### src/rtl/vga_sync_monitor.sv
// Receive-side VGA timing checker: measures line/frame geometry from hs_n/vs_n/blank_n,
// recovers active-pixel coordinates, flags sticky timing errors and declares lock.
module vga_sync_monitor #(
  parameter int H_TOTAL     = 800,
  parameter int H_SYNC      = 96,
  parameter int H_ACTIVE    = 640,
  parameter int V_TOTAL     = 525,
  parameter int V_ACTIVE    = 480,
  parameter int LOCK_FRAMES = 2
) (
  input  logic        clk,
  input  logic        reset,
  input  logic        hs_n,
  input  logic        vs_n,
  input  logic        blank_n,
  input  logic        err_clr,
  output logic        locked,
  output logic [10:0] line_len,
  output logic [10:0] frame_lines,
  output logic [9:0]  pix_x,
  output logic [9:0]  pix_y,
  output logic        pix_valid,
  output logic        line_err,
  output logic        frame_err,
  output logic [15:0] frame_cnt
);

  localparam logic [10:0] H_TOTAL_C  = 11'(H_TOTAL);
  localparam logic [10:0] H_SYNC_C   = 11'(H_SYNC);
  localparam logic [10:0] H_ACTIVE_C = 11'(H_ACTIVE);
  localparam logic [10:0] V_TOTAL_C  = 11'(V_TOTAL);
  localparam logic [10:0] V_ACTIVE_C = 11'(V_ACTIVE);
  localparam logic [10:0] H_TMO      = 11'(2 * H_TOTAL);
  localparam logic [10:0] V_TMO_M1   = 11'(2 * V_TOTAL - 1);
  localparam logic [2:0]  LOCK_C     = 3'(LOCK_FRAMES);

  function automatic logic [10:0] sat_inc11(input logic [10:0] v);
    return (v == 11'h7ff) ? v : v + 11'd1;
  endfunction

  function automatic logic [9:0] sat_inc10(input logic [9:0] v);
    return (v == 10'h3ff) ? v : v + 10'd1;
  endfunction

  logic        hs_prev, vs_prev, blank_prev;
  logic [10:0] h_cnt, hs_w, run_cnt, v_cnt, a_cnt;
  logic        h_seen, v_seen, frame_bad;
  logic [2:0]  good_cnt;

  logic        hs_fall, hs_rise, vs_fall, blank_fall, blank_rise;
  logic        h_tmo, h_err, v_tmo, v_mis, frame_good, fe_set;
  logic [10:0] v_close, a_close;
  logic [2:0]  good_next;

  always_comb begin
    hs_fall    = hs_prev & ~hs_n;
    hs_rise    = ~hs_prev & hs_n;
    vs_fall    = vs_prev & ~vs_n;
    blank_fall = blank_prev & ~blank_n;
    blank_rise = ~blank_prev & blank_n;
    h_tmo      = ~hs_fall & (h_cnt == H_TMO);
    // Measurements are only trusted once an hs fall has anchored the line.
    h_err      = h_tmo | (h_seen & ((hs_fall & ((h_cnt + 11'd1) != H_TOTAL_C)) |
                                    (hs_rise & (hs_w != H_SYNC_C)) |
                                    (blank_fall & (run_cnt != H_ACTIVE_C))));
    // Edges coincident with the vs fall belong to the frame being closed.
    v_close    = v_cnt + {10'd0, hs_fall};
    a_close    = a_cnt + {10'd0, blank_fall};
    v_mis      = (v_close != V_TOTAL_C) | (a_close != V_ACTIVE_C);
    frame_good = ~v_mis & ~frame_bad & ~h_err;
    v_tmo      = hs_fall & ~vs_fall & (v_cnt == V_TMO_M1);
    fe_set     = (vs_fall & v_seen & v_mis) | v_tmo;
    good_next  = (good_cnt == LOCK_C) ? LOCK_C : good_cnt + 3'd1;
  end

  always_ff @(posedge clk) begin
    if (reset) begin
      hs_prev     <= 1'b1;
      vs_prev     <= 1'b1;
      blank_prev  <= 1'b0;
      h_cnt       <= '0;
      hs_w        <= '0;
      run_cnt     <= '0;
      v_cnt       <= '0;
      a_cnt       <= '0;
      h_seen      <= 1'b0;
      v_seen      <= 1'b0;
      frame_bad   <= 1'b0;
      good_cnt    <= '0;
      locked      <= 1'b0;
      line_len    <= '0;
      frame_lines <= '0;
      pix_x       <= '0;
      pix_y       <= '0;
      pix_valid   <= 1'b0;
      line_err    <= 1'b0;
      frame_err   <= 1'b0;
      frame_cnt   <= '0;
    end else begin
      hs_prev    <= hs_n;
      vs_prev    <= vs_n;
      blank_prev <= blank_n;

      h_cnt <= hs_fall ? 11'd0 : sat_inc11(h_cnt);
      if (hs_fall)         hs_w <= 11'd1;
      else if (!hs_n)      hs_w <= sat_inc11(hs_w);
      if (blank_rise)      run_cnt <= 11'd1;
      else if (blank_n)    run_cnt <= sat_inc11(run_cnt);

      if (hs_fall && h_seen) line_len <= h_cnt + 11'd1;
      if (h_tmo)             h_seen <= 1'b0;
      else if (hs_fall)      h_seen <= 1'b1;

      if (vs_fall) begin
        v_cnt     <= '0;
        a_cnt     <= '0;
        frame_bad <= 1'b0;
        v_seen    <= 1'b1;
        if (v_seen) begin
          frame_lines <= v_close;
          if (frame_good) begin
            good_cnt  <= good_next;
            frame_cnt <= frame_cnt + 16'd1;
            locked    <= (good_next == LOCK_C);
          end else begin
            good_cnt <= '0;
            locked   <= 1'b0;
          end
        end
      end else begin
        if (hs_fall)    v_cnt <= sat_inc11(v_cnt);
        if (blank_fall) a_cnt <= sat_inc11(a_cnt);
        if (h_err)      frame_bad <= 1'b1;
        if (v_tmo) begin
          v_seen   <= 1'b0;
          good_cnt <= '0;
          locked   <= 1'b0;
        end
      end
      if (h_tmo) locked <= 1'b0;

      // A newly detected error outranks a simultaneous clear.
      if (h_err)        line_err <= 1'b1;
      else if (err_clr) line_err <= 1'b0;
      if (fe_set)       frame_err <= 1'b1;
      else if (err_clr) frame_err <= 1'b0;

      pix_valid <= blank_n;
      if (blank_rise)   pix_x <= '0;
      else if (blank_n) pix_x <= sat_inc10(pix_x);
      if (vs_fall)         pix_y <= '0;
      else if (blank_fall) pix_y <= sat_inc10(pix_y);
    end
  end

endmodule

### config.mk
export PLATFORM = sky130hd
export DESIGN_NAME = vga_sync_monitor
export DESIGN_NICKNAME = d
export VERILOG_FILES = /design/src/rtl/vga_sync_monitor.sv
export SDC_FILE = /design/constraint.sdc
export NUM_CORES = 1
export LEC_CHECK = 0
export CORE_MARGIN = 2
export CORE_UTILIZATION = 40
export CTS_CLUSTER_SIZE = 12
export DETAILED_ROUTE_END_ITERATION = 12
export PLACE_DENSITY = 0.73
export SETUP_SLACK_MARGIN = 0.02
export SLEW_MARGIN = 20
export SYNTH_ARGS = -nofsm -noshare
export SYNTH_HDL_FRONTEND = slang
export SYNTH_SLANG_ARGS = --single-unit
### constraint.sdc
create_clock -name clk -period 3.2 [get_ports clk]
set_input_delay 0.8 -clock clk [delete_from_list [all_inputs] [get_ports clk]]
set_output_delay 0.8 -clock clk [all_outputs]
set_load 0.02 [all_outputs]
==> results.sh, run 1 <==
export IMPL_critPathArrivalTime_ns=3.33
export IMPL_yosys_cell_count_top_type="dfxtp_1"
export IMPL_first_global_vias=4779
export IMPL_cts_root_buf="clkbuf_16"
export IMPL_wl_microns=13360
export IMPL_rr_worst_depth=9
export IMPL_relSlewSlack=0.4964
export IMPL_area_growth_pct=30.55
export IMPL_antenna_found_initial=0
export IMPL_cp_end_kind="register"
export IMPL_num_rows=44
export IMPL_netlist_instances=719
export IMPL_synth_edf_count=0
export IMPL_antenna_cells=0
export IMPL_synth_top_area_share=0.4137
export IMPL_ys_seq_elements=125
export IMPL_gp_congestion=0.8578
export IMPL_seq_area_frac_synth=0.4137
export IMPL_cp_depth=13
export IMPL_crit_slowest_cell="a2111oi_4"
export IMPL_hold_viol_final=0
export IMPL_avgSynthCellArea_sq_um=8.414
export IMPL_rsz0062_at_grt="yes"
export IMPL_r2r_slack_ns=0.18
export IMPL_skew_ns=0.006498
export IMPL_critical_path_startpoint_type="input port"
export IMPL_clk_pin_slew_ns=0.05
export IMPL_rr_endpoint="frame_cnt[12]"
export IMPL_path_delay_family="simple AND/OR/NAND/NOR gates"
export IMPL_worstSetupPathType="in2reg"
export IMPL_wl_per_cell_microns=13.14
export IMPL_vias=5266
export IMPL_synth_ff_type="dfxtp_1"
export IMPL_overflow=0
export IMPL_cts_htree_levels=4
export IMPL_synth_distinct_cells=53
export IMPL_grt_max_degree=34
export IMPL_cts_sink_count=125
export IMPL_holdPathStages=2
export IMPL_min_period_ns=3.027
export IMPL_finalSetupTns_ns=0
export IMPL_cts_buffers=17
export IMPL_wl_met1_microns=6310
export IMPL_wl_met2_microns=6259
export IMPL_crit_chain="clkdlybuf4s15_2, nor2b_4, ha_4, buf_4, nand4_1, nor4b_2, a21oi_1, nand4b_1, a2111oi_4, buf_12, buf_12, nand4_1, mux2_1"
export IMPL_r2r_start="run_cnt[5]"
export IMPL_worst_slew_pin_transition_ns=0.7555
export IMPL_io_buffers=67
export IMPL_drtPass1Iterations=4
export IMPL_postPlaceCellArea_sq_um=7133
export IMPL_drcViolationCount=0
export IMPL_via_per_inst=5.178
export IMPL_p_leak_nw=2.796
export IMPL_vdd_ir_drop_max_mv=0.3838
export IMPL_initial_core_util=0.4131
export IMPL_drive_gt1_frac=0.1345
export IMPL_nNetsFinal=845
export IMPL_fin_crit_sh=0.9459
export IMPL_worstHoldPathType="reg2reg"
export IMPL_syn_area_sq_um=6050
export IMPL_die_area_sq_um=16120
export IMPL_cts_buffer_depth=2
export IMPL_setup_viol=0
export IMPL_status="complete, no violations"
export IMPL_grt_pass1_wl_microns=22640
export IMPL_slew_violations=0
export IMPL_clk_latency_ns=0.41
export IMPL_critPathRequiredTime_ns=3.50
export IMPL_holdPathEnd="line_len[0]"
export IMPL_fp_coreArea_sq_um=14640
export IMPL_ios=68
export IMPL_ant_nets=0
export IMPL_synth_top_area_cell="dfxtp_1"
export IMPL_synthTopCellsByArea="dfxtp_1, nor2_1, xnor2_1, xor2_1, ha_1"
export IMPL_design_area_sq_um=7898
export IMPL_routed_top_layer="met4"
export IMPL_async_flop_share=0
export IMPL_min_from="line_len[0]"
export IMPL_die_y_microns=127.0
export IMPL_first_iter_violations=385
export IMPL_powerDensity_nw_per_um2=469.7
export IMPL_fmax_mhz=330.4
export IMPL_synth_nets=743
export IMPL_dpl_hpwl_microns=9325
export IMPL_dieWidth_microns=127.0
export IMPL_yosys_top_cells_count="dfxtp_1, nor2_1, nand2_1, nand3_1, a21oi_1"
export IMPL_cts_tree="yes"
export IMPL_synth_warnings=0
export IMPL_cap_violations=0
export IMPL_worst_path_largest_cell_delay_ns=0.41
export IMPL_met3_wirelength_microns=549
export IMPL_cp_max_fo=6
export IMPL_grtUsageTotal=0.1719
export IMPL_path_buf_inv=4
-- final cells by class --
| type | instances | area, sq um |
|---|---|---|
| timing repair buffer | 119 | 1087 |
| sequential | 125 | 2502 |
| clock buffer | 21 | 470.5 |
| multi-input combinational | 536 | 3410 |
| fill | 1369 | 6746 |
| clock inverter | 10 | 115.1 |
| tap | 184 | 230.2 |
| inverter | 22 | 82.58 |
-- power breakdown --
group          switching (mW)  internal [mW]
clock network           0.674           1.20
registers              0.0260           1.59
logic                   0.126         0.0980
total                   0.825           2.88
-- layer usage --
metal | vias to the layer above | global-route usage
met5 | - | 0
met4 | 0 | 0.05818
met3 | 19 | 0.04648
met2 | 90 | 0.2786
met1 | 2438 | 0.2226
li1 | 2719 | -
-- through the flow --
stage | hold WS [ns] | instances | setup WS [ns] | total power [mW] | utilization
after floorplan | 0.4334 | 719 | 0.06058 | 1.774 | -
after global placement | 0.4464 | 972 | -0.5283 | 1.862 | 0.4871
after detailed placement | 0.4498 | 972 | -0.6190 | 1.864 | 0.4871
after CTS | 0.4577 | 1016 | 0.03840 | 3.759 | 0.5384
after global routing | 0.4856 | 1017 | 0.01582 | 3.850 | 0.5393
final | 0.4563 | 1017 | 0.1732 | 3.710 | 0.5393
-- repair_timing --
item                                    4_1_cts  5_1_grt
pin swaps                                     5        3
gates resized for setup                      15        2
endpoints found under the setup margin       18       17
hold buffers                                  0        0
setup buffers                                13        1
-- worst reg2reg max path: cells and delay by family (launching register included) --
kind	cells	cell delay, ns
AOI/OAI and AO/OA	4	1.37
and+or+nand+nor	2	0.62
muxes	1	0.32
buffers and inverters	2	0.26
DFF	1	0.35
-- flip-flops by register name, summed over array words and instances (netlist names), 3 cells and up --
signal and count:
frame_lines 11, pix_x 10, good_cnt 3, pix_y 10
v_cnt 11, h_cnt 11, run_cnt 11, frame_cnt 16
hs_w 11, a_cnt 11, line_len 11
-- worst max-delay path by stage --
| stage | slack [ns] | start | to |
|---|---|---|---|
| final | 0.17 | blank_n | frame_cnt[12] |
| after floorplan | 0.06 | hs_n | frame_cnt[12] |
| after global routing | 0.02 | h_cnt[0] | frame_cnt[10] |
| after CTS | 0.04 | hs_n | frame_cnt[12] |
| after global placement | -0.53 | blank_n | frame_cnt[12] |
| after detailed placement | -0.62 | blank_n | frame_cnt[14] |
-- placed cells by master (no fill, tap or decap), drive strengths merged, types with 5 or more instances in the layout --
master	Yosys	layout
dfxtp	125	125
nor2	119	119
clkdlybuf4s50	0	64
buf	3	53
nand2	42	42
nand3	41	41
a21oi	39	39
xor2	32	32
xnor2	32	32
nand4	27	27
inv	22	22
clkbuf	33	21
nor3	19	19
a211oi	18	18
ha	18	18
nor2b	17	17
o21ai	16	16
or3	11	11
mux2	11	11
and3	9	9
nand2b	9	9
mux2i	8	8
and2	6	6
and4	5	5
o21a	5	5
a31o	5	5
nor4	5	5
clkinv	0	5
-- cell families after synthesis --
family,Yosys count,synth area share
AO/OA/AOI/OAI,105,0.1136
AND/OR/NAND/NOR,330,0.2718
adder cells (fa/ha/maj),18,0.03723
multiplexers,19,0.03371
XOR/XNOR,64,0.09266
flip-flops,125,0.4137
buffers and inverters,58,0.03743
(Power assumes the default switching activity.)
==> run 2: changes to the inputs <==
--- a/config.mk
+++ b/config.mk
@@ -5,11 +5,12 @@
 export SDC_FILE = /design/constraint.sdc
 export NUM_CORES = 1
 export LEC_CHECK = 0
+export CORE_ASPECT_RATIO = 0.8
 export CORE_MARGIN = 2
 export CORE_UTILIZATION = 40
 export CTS_CLUSTER_SIZE = 12
 export DETAILED_ROUTE_END_ITERATION = 12
-export PLACE_DENSITY = 0.73
+export PLACE_DENSITY = 0.65
 export SETUP_SLACK_MARGIN = 0.02
 export SLEW_MARGIN = 20
 export SYNTH_ARGS = -nofsm -noshare
==> results.sh, run 2 (synthesized netlist as in run 1, its figures left out) <==
export IMPL_status="complete, no violations"
export IMPL_slew_violations=0
export IMPL_antenna_found_initial=0
export IMPL_r2r_slack_ns=0.14
export IMPL_cts_htree_levels=4
export IMPL_regArea_sq_um=2504
export IMPL_layout_setup_ws_ns=0.1394
export IMPL_fp_coreArea_sq_um=14910
export IMPL_fmax_mhz=326.7
export IMPL_cp_end_kind="register"
export IMPL_multi_input_area_sq_um=3472
export IMPL_dpl_hpwl_microns=10120
export IMPL_r2r_start="h_cnt[1]"
export IMPL_cts_hold_buffers_added=0
export IMPL_ant_nets=0
export IMPL_layout_common_cells="dfxtp_1, nor2_1, clkdlybuf4s50_1"
export IMPL_regMostFlops="frame_cnt"
export IMPL_hold_slack_ns=0.4568
export IMPL_hold_viol_final=0
export IMPL_area_growth_pct=30.63
export IMPL_via_per_inst=5.334
export IMPL_cts_sink_count=125
export IMPL_rr_endpoint="frame_cnt[14]"
export IMPL_clk_pin_slew_ns=0.06
export IMPL_fin_crit_sh=0.9564
export IMPL_die_area_sq_um=16130
export IMPL_ios=68
export IMPL_worstSetupPathType="reg2reg"
export IMPL_overflow=0
export IMPL_initial_core_util=0.4056
export IMPL_p_leak_nw=2.740
export IMPL_powerDensity_nw_per_um2=486.9
export IMPL_drcViolationCount=0
export IMPL_grtUsageTotal=0.1860
export IMPL_worst_slew_pin_transition_ns=1.057
export IMPL_wl_microns=14420
export IMPL_cts_buffer_depth=2
export IMPL_critPathArrivalTime_ns=3.37
export IMPL_cap_violations=0
export IMPL_setup_viol=0
export IMPL_crit_path_start="h_cnt[1]"
export IMPL_clk_latency_ns=0.43
export IMPL_critPathRequiredTime_ns=3.51
export IMPL_nNetsFinal=828
export IMPL_largest_register_ffs=16
export IMPL_drtPass1Iterations=5
export IMPL_num_rows=40
export IMPL_skew_ns=0.006088
export IMPL_rr_worst_depth=10
export IMPL_drive_gt1_frac=0.1273
export IMPL_first_global_vias=5130
export IMPL_dieWidth_microns=141.5
export IMPL_grt_pass1_wl_microns=24100
export IMPL_utilization=0.5299
export IMPL_rsz0062_at_grt="no"
export IMPL_cts_root_buf="clkbuf_16"
export IMPL_vdd_ir_drop_max_mv=0.3945
export IMPL_vias=5366
export IMPL_cp_max_fo=7
export IMPL_cts_tree="yes"
export IMPL_critical_path_startpoint_type="register"
export IMPL_worstHoldPathType="reg2reg"
export IMPL_grt_max_degree=34
export IMPL_antenna_cells=0
export IMPL_min_period_ns=3.061
export IMPL_io_buffers=67
export IMPL_relSlewSlack=0.2892
export IMPL_wl_per_cell_microns=14.33
export IMPL_first_iter_violations=320
export IMPL_gp_congestion=0.8421
export IMPL_die_y_microns=114.0
export IMPL_cts_buffers=17
export IMPL_fillers=1367
export IMPL_crit_end="frame_cnt[14]"
export IMPL_dp_slack_ns=-0.6906
export IMPL_layout_commonest_cell="dfxtp_1"
-- run 2: report_power, final --
part	total, mW	switching (mW)	internal (mW)
clock	2.01	0.708	1.31
combinational	0.220	0.126	0.0938
sequential	1.61	0.0272	1.59
total	3.85	0.861	2.99
-- run 2: timing repair --
item	4_1_cts	5_1_grt
cloned	2	0
buffers inserted	3	0
pin swaps	6	3
resized for setup	19	10
endpoints found under the setup margin	17	18
-- run 2: critical path: stages (launching register included) --
cell       delay (ns)
dfxtp_1          0.46
ha_2             0.29
nand3_1          0.10
or3_1            0.36
a221oi_2         0.35
nand3_1          0.21
a2111oi_4        0.39
buf_6            0.18
buf_12           0.11
nand4_1          0.14
mux2_4           0.35
-- run 2: stage by stage --
| step | power [mW] | TNS, ns | cells | instance area [sq um] |
|---|---|---|---|---|
| 6_report | 3.848 | 0 | 1006 | 7903 |
| 5_1_grt | 3.984 | 0 | 1006 | 7903 |
| 4_1_cts | 3.887 | 0 | 1006 | 7839 |
| 3_5_place_dp | 1.862 | -11.35 | 969 | 7079 |
| 3_3_place_gp | 1.855 | -9.767 | 969 | 7079 |
| 2_1_floorplan | 1.774 | 0 | 719 | 6083 |
-- run 2: how the worst min path moves through the flow --
stage	start	endpoint	slack, ns	cells after the start
global route	line_len[0]	line_len[0]	0.49	2
detailed placement	line_len[0]	line_len[0]	0.45	2
CTS	line_len[0]	line_len[0]	0.46	2
finish	line_len[0]	line_len[0]	0.46	2
floorplan	run_cnt[10]	run_cnt[10]	0.43	2
global placement	line_len[0]	line_len[0]	0.45	2
-- run 2: cell type report --
type                    count  share of cell area
flip-flops and latches    125              0.3168
multi-input cells         536              0.4394
repair buffers            102              0.1248
inverters                  22             0.01045
clock inverters             9             0.01694
well taps                 189             0.02992
clock buffers              23             0.06175
-- run 2: per-layer routing --
layer	part of all wire	global-route usage
met1	0.47	0.2326
met2	0.47	0.2990
met3	0.039	0.04198
met4	0.028	0.1033
met5	0	0
==> RTL change 1, RTL diff (config.mk and constraints of run 1) <==
Add an input register stage for `hs_n`, `vs_n`, `blank_n` and `err_clr`; this delays them by one clock.
--- a/src/rtl/vga_sync_monitor.sv
+++ b/src/rtl/vga_sync_monitor.sv
@@ -34,6 +34,18 @@
   localparam logic [10:0] V_TMO_M1   = 11'(2 * V_TOTAL - 1);
   localparam logic [2:0]  LOCK_C     = 3'(LOCK_FRAMES);
 
+  logic hs_n_q;
+  logic vs_n_q;
+  logic blank_n_q;
+  logic err_clr_q;
+
+  always_ff @(posedge clk) begin
+    hs_n_q    <= hs_n;
+    vs_n_q    <= vs_n;
+    blank_n_q <= blank_n;
+    err_clr_q <= err_clr;
+  end
+
   function automatic logic [10:0] sat_inc11(input logic [10:0] v);
     return (v == 11'h7ff) ? v : v + 11'd1;
   endfunction
@@ -53,11 +65,11 @@
   logic [2:0]  good_next;
 
   always_comb begin
-    hs_fall    = hs_prev & ~hs_n;
-    hs_rise    = ~hs_prev & hs_n;
-    vs_fall    = vs_prev & ~vs_n;
-    blank_fall = blank_prev & ~blank_n;
-    blank_rise = ~blank_prev & blank_n;
+    hs_fall    = hs_prev & ~hs_n_q;
+    hs_rise    = ~hs_prev & hs_n_q;
+    vs_fall    = vs_prev & ~vs_n_q;
+    blank_fall = blank_prev & ~blank_n_q;
+    blank_rise = ~blank_prev & blank_n_q;
     h_tmo      = ~hs_fall & (h_cnt == H_TMO);
     // Measurements are only trusted once an hs fall has anchored the line.
     h_err      = h_tmo | (h_seen & ((hs_fall & ((h_cnt + 11'd1) != H_TOTAL_C)) |
@@ -97,15 +109,15 @@
       frame_err   <= 1'b0;
       frame_cnt   <= '0;
     end else begin
-      hs_prev    <= hs_n;
-      vs_prev    <= vs_n;
-      blank_prev <= blank_n;
+      hs_prev    <= hs_n_q;
+      vs_prev    <= vs_n_q;
+      blank_prev <= blank_n_q;
 
       h_cnt <= hs_fall ? 11'd0 : sat_inc11(h_cnt);
       if (hs_fall)         hs_w <= 11'd1;
-      else if (!hs_n)      hs_w <= sat_inc11(hs_w);
+      else if (!hs_n_q)      hs_w <= sat_inc11(hs_w);
       if (blank_rise)      run_cnt <= 11'd1;
-      else if (blank_n)    run_cnt <= sat_inc11(run_cnt);
+      else if (blank_n_q)    run_cnt <= sat_inc11(run_cnt);
 
       if (hs_fall && h_seen) line_len <= h_cnt + 11'd1;
       if (h_tmo)             h_seen <= 1'b0;
@@ -141,13 +153,13 @@
 
       // A newly detected error outranks a simultaneous clear.
       if (h_err)        line_err <= 1'b1;
-      else if (err_clr) line_err <= 1'b0;
+      else if (err_clr_q) line_err <= 1'b0;
       if (fe_set)       frame_err <= 1'b1;
-      else if (err_clr) frame_err <= 1'b0;
+      else if (err_clr_q) frame_err <= 1'b0;
 
-      pix_valid <= blank_n;
+      pix_valid <= blank_n_q;
       if (blank_rise)   pix_x <= '0;
-      else if (blank_n) pix_x <= sat_inc10(pix_x);
+      else if (blank_n_q) pix_x <= sat_inc10(pix_x);
       if (vs_fall)         pix_y <= '0;
       else if (blank_fall) pix_y <= sat_inc10(pix_y);
     end
Check against the original RTL: not equivalent (Yosys sat finds a counterexample within 4 cycles, from zero or initial values and one cycle with reset high).
==> RTL change 1 against run 1 <==
  * Global-route usage decreased by 0.38 points
  * Worst setup slack improved by 0.040 ns
  * Critical path type is now register to register
  * Routed wire length decreased by 1.4%
  * Critical path depth decreased by 1
  * Clock power increased by 3%
  * Sequential cell count increased by 4
  * Die area increased by 1.3%
  * Area after synthesis increased by 1.3%
  * Cell area decreased by 3.7%
  * Total power increased by 2.3%
  * Critical endpoint is now frame_cnt[14]$_SDFFE_PP0P_
==> RTL change 1: results <==
[final_layout]
multi_input_area_share_pct = 43.9
design.seq.count = 129
drive_gt1_share_pct = 7.63
n_clock_buffer = 26
utilization_pct = 50.4
fillCellCount = 1429
regArea_mm2 = 0.00258
buf_share_pct = 10.3
buffers = 81
clk_share_pct = 7.68
nets = 811

[routing]
dr_wl_met3_um = 577
wire_per_inst_um = 13.4
num_vias = 5121
vias_per_cell = 5.19
wl_met1_mm = 6.37
drt-initial-drc-count = 356
drtPass1Iterations = 5
dr_wl_met2_mm = 6.01

[yosys]
yosys-top-cells-area = "dfxtp_1, nor2_1, xnor2_1, xor2_1, ha_1"
synth_seq_area_share_pct = 42.1
synth-compound-area-share_pct = 11.2
yosys.area_share.adder_pct = 3.67
synth-async-reset-ratio_pct = 0
syn_nets = 747
synthXorXnorAreaFrac_pct = 9.14
ys_warn_count = 0
avgSynthCellArea_um2 = 8.48
synth.area.mux_share_pct = 3.33
synthTopCellsByCount = "dfxtp_1, nor2_1, nand2_1"

[global_routing]
grt_usage_pct = 16.8
grt_pass1_wl_mm = 22.1
grt_pass1_vias = 4641
met1_usage_pct = 21.4
antenna_found_initial = 0
groute.layer.met2.usage_pct = 26.5
grt_use_met3_pct = 5.55

[power_and_ir_drop]
seqPwrFrac_pct = 43.9
power_leakage_nw = 2.64
ir_worst_vdd_v = 0.000414
p_sw_mw = 0.827

[place]
detailed_place_hpwl_mm = 9.18
gp_congestion = 0.849
place_area_mm2 = 0.00700
pre_cts_ws_ns = 0.140
dp_cells = 956

[critical_path]
crit_fanout = 23
arrival_ns = 3.30
start_kind = "register"

[clock_network]
htree_num_levels = 4
insertion_delay_ns = 0.43

[timing]
slew_headroom_pct = 49.7
skew_ns = 0.00931

[outcome]
status = "completed"

[hold_path]
min-delay-start = "frame_lines[0]$_SDFFE_PP0P_"

[die]
die-area_mm2 = 0.0163
[RTL change 1: changes by cell type after synthesis]
cell | before | now
dfxtp_1 | 125 | 129
[RTL change 1: repair_timing]
| item | CTS | global route |
|---|---|---|
| resized for setup | 0 | 3 |
| endpoints found under the setup margin | 0 | 10 |
| setup buffers | 0 | 0 |
[RTL change 1: final timing paths]
path / endpoint / slack (ns) / cells after the start
hold / removal: frame_lines[0]$_SDFFE_PP0P_ / 0.47 / 2
setup / recovery: frame_cnt[14]$_SDFFE_PP0P_ / 0.21 / 12
hold reg to reg: frame_lines[0]$_SDFFE_PP0P_ / 0.47 / 2
setup reg to reg: frame_cnt[14]$_SDFFE_PP0P_ / 0.21 / 12
[RTL change 1: critical path, cell delays in order, from the launching register on]
cell and delay, ns:
dfxtp_1 0.32, nand2b_1 0.12, inv_1 0.06, ha_1 0.19
ha_1 0.32, nor4b_2 0.29, nand3b_1 0.11, nor4_2 0.30
nand3b_1 0.16, a2111oi_4 0.35, buf_12 0.21, nand4_1 0.11
mux2_1 0.33
==> RTL change 2, RTL diff (flow settings as in run 1) <==
Without the edit above. `V_TOTAL`: 525 -> 262.
--- a/src/rtl/vga_sync_monitor.sv
+++ b/src/rtl/vga_sync_monitor.sv
@@ -4,7 +4,7 @@
   parameter int H_TOTAL     = 800,
   parameter int H_SYNC      = 96,
   parameter int H_ACTIVE    = 640,
-  parameter int V_TOTAL     = 525,
+  parameter int V_TOTAL     = 262,
   parameter int V_ACTIVE    = 480,
   parameter int LOCK_FRAMES = 2
 ) (
Function: no difference found for any inputs over 4 cycles, from zero or initial values and one cycle with reset high; that may be too few to reach the edited logic, so the function may still have changed.
==> RTL change 2 against run 1 <==
  * Largest power group unchanged
  * Sequential cell count is the same
  * Highest routed layer unchanged
  * Via count is 4.0% lower
  * Critical endpoint is now frame_cnt[13]$_SDFFE_PP0P_
  * Worst setup slack lost 0.014 ns
  * Total power shrank 5.1%
  * Utilization shrank 1.9 points
  * Hold slack gained 0.0011 ns
  * Clock skew up 0.0042 ns
  * Cell area shrank 3.6%
  * Clock power fell by 9%
  * Die area down 0.44%
  * Area after synthesis fell by 0.46%
  * Routed wire length is 2.0% lower
==> RTL change 2: results <==
[clock_network]
insertion_delay_ns = 0.42
clock_path_buffers = 2
path_clk_slew_ns = 0.05
cts_root_buf = "clkbuf_16"
cts_buffers = 17
htree_num_levels = 4

[routing]
dr_wl_met2_mm = 6.02
vias_per_cell = 5.17
wl_met1_mm = 6.38
drt-initial-drc-count = 351
dr_wl_met3_um = 560
drtPass1Iterations = 6
top_layer_used = "met4"
routed_wl_mm = 13.1

[global_routing]
antenna_found_initial = 0
grt_usage_pct = 17.1
grt_pass1_vias = 4727
grt_pass1_wl_mm = 22.4
grt_max_degree = 51
groute.layer.met2.usage_pct = 26.4
met1_usage_pct = 22.9
grt_use_met3_pct = 5.19

[hold_path]
min-delay-start = "line_len[0]$_SDFFE_PP0P_"
min_path_type = "register to register"

[place]
place_area_mm2 = 0.00700
detailed_place_hpwl_mm = 8.92
io_buffers = 67
gp_congestion = 0.841

[final_layout]
nets = 803
drive_gt1_share_pct = 11.7
regMostFlops = "frame_cnt"
diodes = 0
largest_reg_flops = 16
fillCellCount = 1375

[yosys]
synth-async-reset-ratio_pct = 0
yosys-top-cells-area = "dfxtp_1, nor2_1, xor2_1, xnor2_1, ha_1"
ys_warn_count = 0
syn_nets = 725
synth_seq_area_share_pct = 41.6
synthTopCellsByCount = "dfxtp_1, nor2_1, xor2_1"
synth-main-ff-cell = "dfxtp_1"
yosysUniqueCellTypes = 57

[critical_path]
rr_startpoint = "blank_prev$_SDFF_PP0_"
critical_path.max_stage_delay_ns = 0.46
crit_family = "simple AND/OR/NAND/NOR gates"
crit_slowest_cell = "or4_4"
crit_fanout = 10
arrival_ns = 3.34
critPathLaunch = "blank_n"

[power_and_ir_drop]
power_leakage_nw = 2.73
ir_worst_vdd_v = 0.000352

[timing]
slew_headroom_pct = 47.1
skew_ns = 0.0107

[outcome]
status = "completed"
## RTL change 2: per-stage QoR
stage          utilization (%)  setup slack [ns]  hold WS (ns)  TNS [ns]  cells
6_report                  52.0             0.159         0.457         0    977
3_5_place_dp              47.8            -0.675         0.451    -12.00    941
5_1_grt                   52.0            0.0823         0.481         0    977
3_3_place_gp              47.8            -0.605         0.451    -10.76    941
4_1_cts                   52.0           -0.0260         0.459   -0.0944    978
2_1_floorplan                -           -0.0287         0.439   -0.0945    702
## RTL change 2: path summary, 6_finish.rpt
check | slack [ns] | to | cells past startpoint
worst max-delay path | 0.16 | frame_cnt[13]$_SDFFE_PP0P_ | 13
worst max register to register | 0.23 | frame_cnt[13]$_SDFFE_PP0P_ | 12
worst min register to register | 0.46 | line_len[0]$_SDFFE_PP0P_ | 2
worst min-delay path | 0.46 | line_len[0]$_SDFFE_PP0P_ | 2
## RTL change 2: area by class of cell
type	instances	area share (%)
Clock buffer	25	6.38
Clock inverter	7	0.509
Inverter	19	0.937
Multi-Input combinational cell	518	44.1
Sequential cell	125	32.9
Tap cell	184	3.02
Timing Repair Buffer	99	12.2
## RTL change 2: where the power goes
group | internal (mW) | switching, mW
clock network | 1.04 | 0.655
registers | 1.59 | 0.0222
logic | 0.0913 | 0.122
## RTL change 2: repair_timing
item,CTS,global route
setup endpoints to repair,20,20
pin swaps,5,5
setup buffers,5,0
resized for setup,20,1
## RTL change 2: kinds of logic after synthesis
kind of cell	Yosys count	share of synthesized area (%)
buffers and inverters	59	4.11
AOI/OAI and AO/OA	93	10.0
adders and majority gates	17	3.53
and+or+nand+nor	320	27.2
xor gates and xnor gates	66	9.60
muxes	22	3.93
DFF	125	41.6
